<file path="config.mk">
export PLATFORM = sky130hd
export DESIGN_NAME = lvds_rx_align_flat
export DESIGN_NICKNAME = d
export VERILOG_FILES = /design/src/rtl/lvds_rx_align_if.sv /design/src/rtl/lvds_rx_align.sv /design/src/flat_wrapper.sv
export SDC_FILE = /design/constraint.sdc
export NUM_CORES = 1
export LEC_CHECK = 0
export CORE_MARGIN = 1
export CORE_UTILIZATION = 25
export DETAILED_ROUTE_END_ITERATION = 10
export SETUP_SLACK_MARGIN = 0.15
export SLEW_MARGIN = 20
export SYNTH_ARGS = -nofsm -noshare
export SYNTH_HDL_FRONTEND = slang
export SYNTH_SLANG_ARGS = --single-unit
</file>
<file path="constraint.sdc">
create_clock -name rx_clkdiv -period 3.7 [get_ports rx_clkdiv]
set_clock_uncertainty 0.15 [all_clocks]
set_input_delay 0.555 -clock rx_clkdiv [delete_from_list [all_inputs] [get_ports rx_clkdiv]]
set_output_delay 0.555 -clock rx_clkdiv [all_outputs]
set_load 0.005 [all_outputs]
</file>
<file path="src/rtl/lvds_rx_align_if.sv">
// rtl/lvds_rx_align_if.sv - control, lane data and status bundle for the LVDS receive aligner
interface lvds_rx_align_if #(
   parameter int CHANNELS    = 4,
   parameter int SERI_FACTOR = 10
);
   logic                            idelayCtrl_rdy;
   logic                            start;
   logic [CHANNELS*SERI_FACTOR-1:0] rx_data;
   logic [CHANNELS-1:0]             tap_load;
   logic [CHANNELS*5-1:0]           tap_value;
   logic [CHANNELS-1:0]             bitslip;
   logic [CHANNELS-1:0]             ch_aligned;
   logic                            busy;
   logic                            align_done;
   logic                            align_fail;
`ifdef LVDS_RX_ALIGN_EYE_STATUS_EN
   logic [CHANNELS*6-1:0]           eye_width;
`endif

   // aligner side
   modport slave (
      input  idelayCtrl_rdy, start, rx_data,
      output tap_load, tap_value, bitslip, ch_aligned, busy, align_done, align_fail
`ifdef LVDS_RX_ALIGN_EYE_STATUS_EN
      , output eye_width
`endif
   );

   // controller / serdes side
   modport master (
      output idelayCtrl_rdy, start, rx_data,
      input  tap_load, tap_value, bitslip, ch_aligned, busy, align_done, align_fail
`ifdef LVDS_RX_ALIGN_EYE_STATUS_EN
      , input eye_width
`endif
   );
endinterface

</file>
<file path="src/rtl/lvds_rx_align.sv">
// rtl/lvds_rx_align.sv - per-lane IDELAY eye sweep, centring and bitslip word alignment; optional eye_width under LVDS_RX_ALIGN_EYE_STATUS_EN
module lvds_rx_align #(
   parameter int                     CHANNELS      = 4,
   parameter int                     SERI_FACTOR   = 10,
   parameter logic [SERI_FACTOR-1:0] TRAIN_PATTERN = SERI_FACTOR'(10'h3E0),
   parameter int                     SETTLE_CYCLES = 16,
   parameter int                     SAMPLE_CYCLES = 8,
   parameter int                     MIN_EYE       = 4
) (
   input  logic               rx_clkdiv,
   input  logic               reset,
   lvds_rx_align_if.slave     bus
);

   localparam int CH_W = (CHANNELS > 1) ? $clog2(CHANNELS) : 1;

   localparam logic [3:0] S_IDLE      = 4'd0;
   localparam logic [3:0] S_WAIT_RDY  = 4'd1;
   localparam logic [3:0] S_SET_TAP   = 4'd2;
   localparam logic [3:0] S_SETTLE    = 4'd3;
   localparam logic [3:0] S_SAMPLE    = 4'd4;
   localparam logic [3:0] S_EVAL      = 4'd5;
   localparam logic [3:0] S_CENTER    = 4'd6;
   localparam logic [3:0] S_SLIP      = 4'd7;
   localparam logic [3:0] S_SLIP_WAIT = 4'd8;
   localparam logic [3:0] S_CHECK     = 4'd9;
   localparam logic [3:0] S_NEXT_CH   = 4'd10;
   localparam logic [3:0] S_DONE      = 4'd11;
   localparam logic [3:0] S_FAIL      = 4'd12;

   logic [3:0]             state;
   logic [CH_W-1:0]        ch;
   logic [4:0]             tap;
   logic [7:0]             cnt;
   logic [SERI_FACTOR-1:0] first_word;
   logic                   stable;
   logic                   centred;
   logic [4:0]             cur_start;
   logic [5:0]             cur_len;
   logic [4:0]             best_start;
   logic [5:0]             best_len;
   logic [3:0]             check_cnt;

   logic [CHANNELS-1:0]    tap_load_r;
   logic [CHANNELS*5-1:0]  tap_value_r;
   logic [CHANNELS-1:0]    bitslip_r;
   logic [CHANNELS-1:0]    ch_aligned_r;
   logic                   busy_r;
   logic                   align_done_r;
   logic                   align_fail_r;
`ifdef LVDS_RX_ALIGN_EYE_STATUS_EN
   logic [CHANNELS*6-1:0]  eye_width_r;
`endif

   logic [SERI_FACTOR-1:0] lane_word;
   logic [5:0]             run_len;
   logic [4:0]             run_start;
   logic [5:0]             best_len_n;
   logic [4:0]             best_start_n;
   logic [4:0]             centre_tap;

   // Active lane word and the run bookkeeping for the tap being evaluated;
   // a later run replaces the best only when strictly longer, so ties keep the earlier run
   always_comb begin
      lane_word    = bus.rx_data[int'(ch)*SERI_FACTOR +: SERI_FACTOR];
      run_len      = stable ? (cur_len + 6'd1) : 6'd0;
      run_start    = (stable && (cur_len == 6'd0)) ? tap : cur_start;
      best_len_n   = (run_len > best_len) ? run_len : best_len;
      best_start_n = (run_len > best_len) ? run_start : best_start;
      centre_tap   = best_start + best_len[5:1];
   end

   // Alignment sequencer: sweep, centre, then bitslip until the training word appears
   always_ff @(posedge rx_clkdiv) begin
      if (reset) begin
         state        <= S_IDLE;
         ch           <= '0;
         tap          <= '0;
         cnt          <= '0;
         first_word   <= '0;
         stable       <= 1'b0;
         centred      <= 1'b0;
         cur_start    <= '0;
         cur_len      <= '0;
         best_start   <= '0;
         best_len     <= '0;
         check_cnt    <= '0;
         tap_load_r   <= '0;
         tap_value_r  <= '0;
         bitslip_r    <= '0;
         ch_aligned_r <= '0;
         busy_r       <= 1'b0;
         align_done_r <= 1'b0;
         align_fail_r <= 1'b0;
`ifdef LVDS_RX_ALIGN_EYE_STATUS_EN
         eye_width_r  <= '0;
`endif
      end else if (busy_r && !bus.idelayCtrl_rdy) begin
         // delay control lost: whatever was measured is void, restart from lane 0 tap 0
         state        <= S_WAIT_RDY;
         ch           <= '0;
         tap          <= '0;
         cnt          <= '0;
         centred      <= 1'b0;
         tap_load_r   <= '0;
         bitslip_r    <= '0;
         ch_aligned_r <= '0;
      end else begin
         tap_load_r <= '0;
         bitslip_r  <= '0;
         case (state)
            S_IDLE, S_DONE, S_FAIL: begin
               if (bus.start) begin
                  ch_aligned_r <= '0;
                  align_done_r <= 1'b0;
                  align_fail_r <= 1'b0;
                  busy_r       <= 1'b1;
                  ch           <= '0;
                  tap          <= '0;
                  state        <= S_WAIT_RDY;
`ifdef LVDS_RX_ALIGN_EYE_STATUS_EN
                  eye_width_r  <= '0;
`endif
               end
            end
            S_WAIT_RDY: begin
               if (bus.idelayCtrl_rdy) begin
                  tap        <= '0;
                  cnt        <= '0;
                  cur_start  <= '0;
                  cur_len    <= '0;
                  best_start <= '0;
                  best_len   <= '0;
                  centred    <= 1'b0;
                  state      <= S_SET_TAP;
               end
            end
            S_SET_TAP: begin
               tap_load_r[ch]               <= 1'b1;
               tap_value_r[int'(ch)*5 +: 5] <= tap;
               cnt                          <= '0;
               state                        <= S_SETTLE;
            end
            S_SETTLE: begin
               if (cnt == 8'(SETTLE_CYCLES - 1)) begin
                  cnt   <= '0;
                  state <= centred ? S_CHECK : S_SAMPLE;
               end else begin
                  cnt <= cnt + 8'd1;
               end
            end
            S_SAMPLE: begin
               if (cnt == 8'd0) begin
                  first_word <= lane_word;
                  stable     <= 1'b1;
               end else begin
                  stable <= stable && (lane_word == first_word);
               end
               if (cnt == 8'(SAMPLE_CYCLES - 1)) begin
                  cnt   <= '0;
                  state <= S_EVAL;
               end else begin
                  cnt <= cnt + 8'd1;
               end
            end
            S_EVAL: begin
               cur_len    <= run_len;
               cur_start  <= run_start;
               best_len   <= best_len_n;
               best_start <= best_start_n;
               if (tap == 5'd31) begin
                  if (best_len_n < 6'(MIN_EYE)) begin
                     align_fail_r <= 1'b1;
                     busy_r       <= 1'b0;
                     state        <= S_FAIL;
                  end else begin
                     state <= S_CENTER;
                  end
               end else begin
                  tap   <= tap + 5'd1;
                  state <= S_SET_TAP;
               end
            end
            S_CENTER: begin
               tap_load_r[ch]               <= 1'b1;
               tap_value_r[int'(ch)*5 +: 5] <= centre_tap;
               tap                          <= centre_tap;
               centred                      <= 1'b1;
               check_cnt                    <= '0;
               cnt                          <= '0;
               state                        <= S_SETTLE;
`ifdef LVDS_RX_ALIGN_EYE_STATUS_EN
               eye_width_r[int'(ch)*6 +: 6] <= best_len;
`endif
            end
            S_CHECK: begin
               if (lane_word == TRAIN_PATTERN) begin
                  ch_aligned_r[ch] <= 1'b1;
                  state            <= S_NEXT_CH;
               end else if (check_cnt == 4'(SERI_FACTOR - 1)) begin
                  // every word rotation has been tried
                  align_fail_r <= 1'b1;
                  busy_r       <= 1'b0;
                  state        <= S_FAIL;
               end else begin
                  check_cnt <= check_cnt + 4'd1;
                  state     <= S_SLIP;
               end
            end
            S_SLIP: begin
               bitslip_r[ch] <= 1'b1;
               cnt           <= '0;
               state         <= S_SLIP_WAIT;
            end
            S_SLIP_WAIT: begin
               if (cnt == 8'(SETTLE_CYCLES - 1)) begin
                  cnt   <= '0;
                  state <= S_CHECK;
               end else begin
                  cnt <= cnt + 8'd1;
               end
            end
            S_NEXT_CH: begin
               if (ch == CH_W'(CHANNELS - 1)) begin
                  align_done_r <= 1'b1;
                  busy_r       <= 1'b0;
                  state        <= S_DONE;
               end else begin
                  ch         <= ch + 1'b1;
                  tap        <= '0;
                  cur_start  <= '0;
                  cur_len    <= '0;
                  best_start <= '0;
                  best_len   <= '0;
                  centred    <= 1'b0;
                  state      <= S_SET_TAP;
               end
            end
            default: state <= S_IDLE;
         endcase
      end
   end

   assign bus.tap_load   = tap_load_r;
   assign bus.tap_value  = tap_value_r;
   assign bus.bitslip    = bitslip_r;
   assign bus.ch_aligned = ch_aligned_r;
   assign bus.busy       = busy_r;
   assign bus.align_done = align_done_r;
   assign bus.align_fail = align_fail_r;
`ifdef LVDS_RX_ALIGN_EYE_STATUS_EN
   assign bus.eye_width  = eye_width_r;
`endif

endmodule

</file>
<file path="src/flat_wrapper.sv">
// flat-port wrapper written by rule: the top's interface ports become plain ports
module lvds_rx_align_flat 
#(
   parameter int                     CHANNELS      = 4,
   parameter int                     SERI_FACTOR   = 10,
   parameter logic [SERI_FACTOR-1:0] TRAIN_PATTERN = SERI_FACTOR'(10'h3E0),
   parameter int                     SETTLE_CYCLES = 16,
   parameter int                     SAMPLE_CYCLES = 8,
   parameter int                     MIN_EYE       = 4
)
  (rx_clkdiv, reset, bus_idelayCtrl_rdy, bus_start, bus_rx_data, bus_tap_load, bus_tap_value, bus_bitslip, bus_ch_aligned, bus_busy, bus_align_done, bus_align_fail);
  lvds_rx_align_if #(.CHANNELS(CHANNELS), .SERI_FACTOR(SERI_FACTOR)) bus_i ();
  input  logic rx_clkdiv;
  input  logic reset;
  input wire logic [$bits(bus_i.idelayCtrl_rdy)-1:0] bus_idelayCtrl_rdy;
  input wire logic [$bits(bus_i.start)-1:0] bus_start;
  input wire logic [$bits(bus_i.rx_data)-1:0] bus_rx_data;
  output wire logic [$bits(bus_i.tap_load)-1:0] bus_tap_load;
  output wire logic [$bits(bus_i.tap_value)-1:0] bus_tap_value;
  output wire logic [$bits(bus_i.bitslip)-1:0] bus_bitslip;
  output wire logic [$bits(bus_i.ch_aligned)-1:0] bus_ch_aligned;
  output wire logic [$bits(bus_i.busy)-1:0] bus_busy;
  output wire logic [$bits(bus_i.align_done)-1:0] bus_align_done;
  output wire logic [$bits(bus_i.align_fail)-1:0] bus_align_fail;
  assign bus_i.idelayCtrl_rdy = bus_idelayCtrl_rdy;
  assign bus_i.start = bus_start;
  assign bus_i.rx_data = bus_rx_data;
  assign bus_tap_load = bus_i.tap_load;
  assign bus_tap_value = bus_i.tap_value;
  assign bus_bitslip = bus_i.bitslip;
  assign bus_ch_aligned = bus_i.ch_aligned;
  assign bus_busy = bus_i.busy;
  assign bus_align_done = bus_i.align_done;
  assign bus_align_fail = bus_i.align_fail;
  lvds_rx_align #(.CHANNELS(CHANNELS), .SERI_FACTOR(SERI_FACTOR), .TRAIN_PATTERN(TRAIN_PATTERN), .SETTLE_CYCLES(SETTLE_CYCLES), .SAMPLE_CYCLES(SAMPLE_CYCLES), .MIN_EYE(MIN_EYE)) u_core (.rx_clkdiv(rx_clkdiv), .reset(reset), .bus(bus_i));
endmodule
</file>
==> metrics.cfg <==
[global_route]
antenna_found_initial = 0
grt_pass1_vias = 4452
grt.total_usage_pct = 13.06
grt_pass1_wl_mm = 22.62
grt_max_degree = 36
grt-ovfl-total = 0

[sta]
fin_crit_sh_pct = 87.21
rsz0062_at_grt = no
hold_slack_ns = 0.3035
fmax_mhz = 309.9
fin_crit_ns = 3.227
final.setup.worst_slack_ns = 0.4732
setup_viol = 0
slew_headroom_pct = 42.95
finalHoldViolations = 0
setup-tns-final_ns = 0
worst_pin_slew_ns = 0.8511
slew_violations = 0

[outcome]
status = complete, no violations

[synth]
ys_seq_area_share_pct = 35.35
syn_nets = 679
synth.distinct_cells = 65
synthTopCellsByArea = dfxtp_1 35%, nor2_1 6.5%, a21oi_1 5.4%, ha_1 5.3%, mux2i_1 4.2%
synth_area_mm2 = 0.005210
yosys_warnings = 0
syn_area_per_cell_um2 = 8.513
ys_ff_latch = 92
synth_edf_count = 0
synth_cells = 612
synth_top_area_cell = dfxtp_1
synth_common_cells = 92 x dfxtp_1, 90 x nor2_1, 56 x a21oi_1
netlist.area_leader.share_pct = 35.35
synthArstFlopShare_pct = 0
synth_ff_type = dfxtp_1
synth_most_common_cell = dfxtp_1

[worst_setup_path]
r2r_slack_ns = 0.47
crit_type = reg2reg
rr_startpoint = u_core.cur_len[2]
r2r_end = u_core.bus.align_fail
worstPathArrival_ns = 3.32
rr_worst_depth = 10
endpoint = u_core.bus.align_fail
worstPathCellList = nand3_1 -> or3_1 -> a21boi_0 -> ha_1 -> and4_1 -> o21a_1 -> o31a_1 -> o221ai_1 -> a21oi_1 -> a41o_1
critPathLaunchType = flop
worstSetupEndpointType = flop
cp_max_fo = 7
slowest_delay_ns = 0.44
worstPathRequired_ns = 3.80
crit_slowest_cell = dfxtp_1
startpoint = u_core.cur_len[2]

[finish]
n_antenna_cell = 0
finish.instance_area_mm2 = 0.006566
layout-drive-gt1-share_pct = 6.881
final_util_pct = 32.24
finalNonFillerCells = 953
nets = 746
syn_to_final_growth_pct = 26.03

[routing]
wirelength_mm = 13.53
routed_via_density = 4.910
drt_pre_antenna_iters = 5
antenna_left = 0
route.detailed.wl_per_inst_um = 14.20
dr.first_iter.drc_count = 453
num_vias = 4679
drc = 0

[pwr]
vdd_drop_max_mv = 0.2835
clkPwrFrac_pct = 30.6
powerDensity_mw_per_mm2 = 457.5
power_mw = 3.004
sw_frac_of_total_pct = 35.12
sequentialPowerShare_pct = 38.8
power.static_leakage_nw = 2.298
intPower_mw = 1.949
power.net_switching_mw = 1.055
p_comb_share_pct = 30.6

[clock_tree]
cts_buffers = 9
hold_buffers = 0
cts-root-buf = clkbuf_16
path_clk_slew_ns = 0.07
cts_tree = yes
post_cts_buffers = 0
clockBufferDepth = 2
cts_resized = 0
htreeDepth = 3
clock_latency_ns = 0.35
numClockSinks = 92

[run]
drv_cap = 0

[die]
core_area_mm2 = 0.02036
io_pins = 79
dieArea_mm2 = 0.02142
row_count = 52
start_util_pct = 25.58
fp.dieW_um = 146.4
die_h_um = 146.4

[placed_design]
port_buffers = 78
gp_congestion = 0.8612
dp_slack_ns = 0.4159
dpl.cell_count = 938
placed_area_mm2 = 0.006277
hpwlAfterDp_mm = 10.01

[worst_hold_path]
min_path_type = reg2reg

==> layer usage <==
| metal | part of all wire [%] | vias up | global-route usage (%) |
|---|---|---|---|
| met3 | 4.6 | 15 | 3.250 |
| met2 | 46 | 120 | 21.83 |
| met1 | 48 | 2207 | 16.86 |
| met4 | 1.2 | 0 | 2.969 |
| met5 | 0 | - | 0 |
| li1 | - | 2337 | - |
==> critical path: cells and delay by family, from the launching register on <==
kind | cells | cell delay, ns
AOI/OAI and AO/OA | 6 | 1.46
adders and majority gates | 1 | 0.31
DFF | 1 | 0.44
and+or+nand+nor | 3 | 0.76
==> cell usage in the layout (no fill, tap or decap), types with 7 or more instances in the layout <==
master	n
buf_4	15
xor2_1	8
nand3_1	24
clkbuf_16	9
ha_1	22
or3_1	9
clkdlybuf4s50_1	77
a22oi_1	12
xnor2_1	16
nor3_1	17
o21ai_0	14
and2_1	10
nor2_1	90
nand4_1	7
mux2i_1	22
nand2_1	32
dfxtp_1	92
a21oi_1	56
nand2b_1	16
inv_1	20
nor4_1	11
==> kinds of logic after synthesis <==
kind of cell	Yosys count	synth area share, %
simple gates	250	24.88
xor+xnor	24	4.035
mux	34	9.414
flops	92	35.35
compound gates	132	16.16
buf+inv	57	4.491
fa+ha+maj	23	5.668
==> layout make-up <==
cell class                      instances  area [um2]
Fill cell                            2124       13800
Multi-Input combinational cell        463        3139
Sequential cell                        92        1842
Timing Repair Buffer                   93       888.4
Tap cell                              270       337.8
Clock buffer                           11       232.7
Inverter                               20       75.07
Clock inverter                          4       51.30
==> worst min path at each step <==
stage | start | to | slack [ns] | cells past startpoint
after floorplan | u_core.cur_start[4] | u_core.cur_start[4] | 0.29 | 2
after global placement | u_core.bus.tap_value[15] | u_core.bus.tap_value[15] | 0.29 | 2
after detailed placement | u_core.cur_start[4] | u_core.cur_start[4] | 0.30 | 2
after CTS | u_core.cur_start[4] | u_core.cur_start[4] | 0.31 | 2
after global routing | u_core.bus.tap_value[15] | u_core.bus.tap_value[15] | 0.32 | 2
final | u_core.bus.tap_value[16] | u_core.bus.tap_value[16] | 0.30 | 2
==> power groups by stage <==
stage	logic, mW	clock network (mW)	registers (mW)
6_report	0.918	0.919	1.17
3_3_place_gp	0.906	0	1.19
2_1_floorplan	0.688	0	1.12
5_1_grt	1.02	0.971	1.18
4_1_cts	0.910	0.943	1.16
3_5_place_dp	0.906	0	1.18
==> state kept, by name, indices dropped and copies added (netlist names), 5 cells and up <==
| register | flops |
|---|---|
| u_core.cur_len | 6 |
| u_core.tap | 5 |
| u_core.cnt | 8 |
| u_core.first_word | 10 |
| u_core.bus.tap_value | 20 |
| u_core.best_start | 5 |
| u_core.best_len | 6 |
| u_core.cur_start | 5 |
No activity file was read; power rests on OpenSTA's default activity.
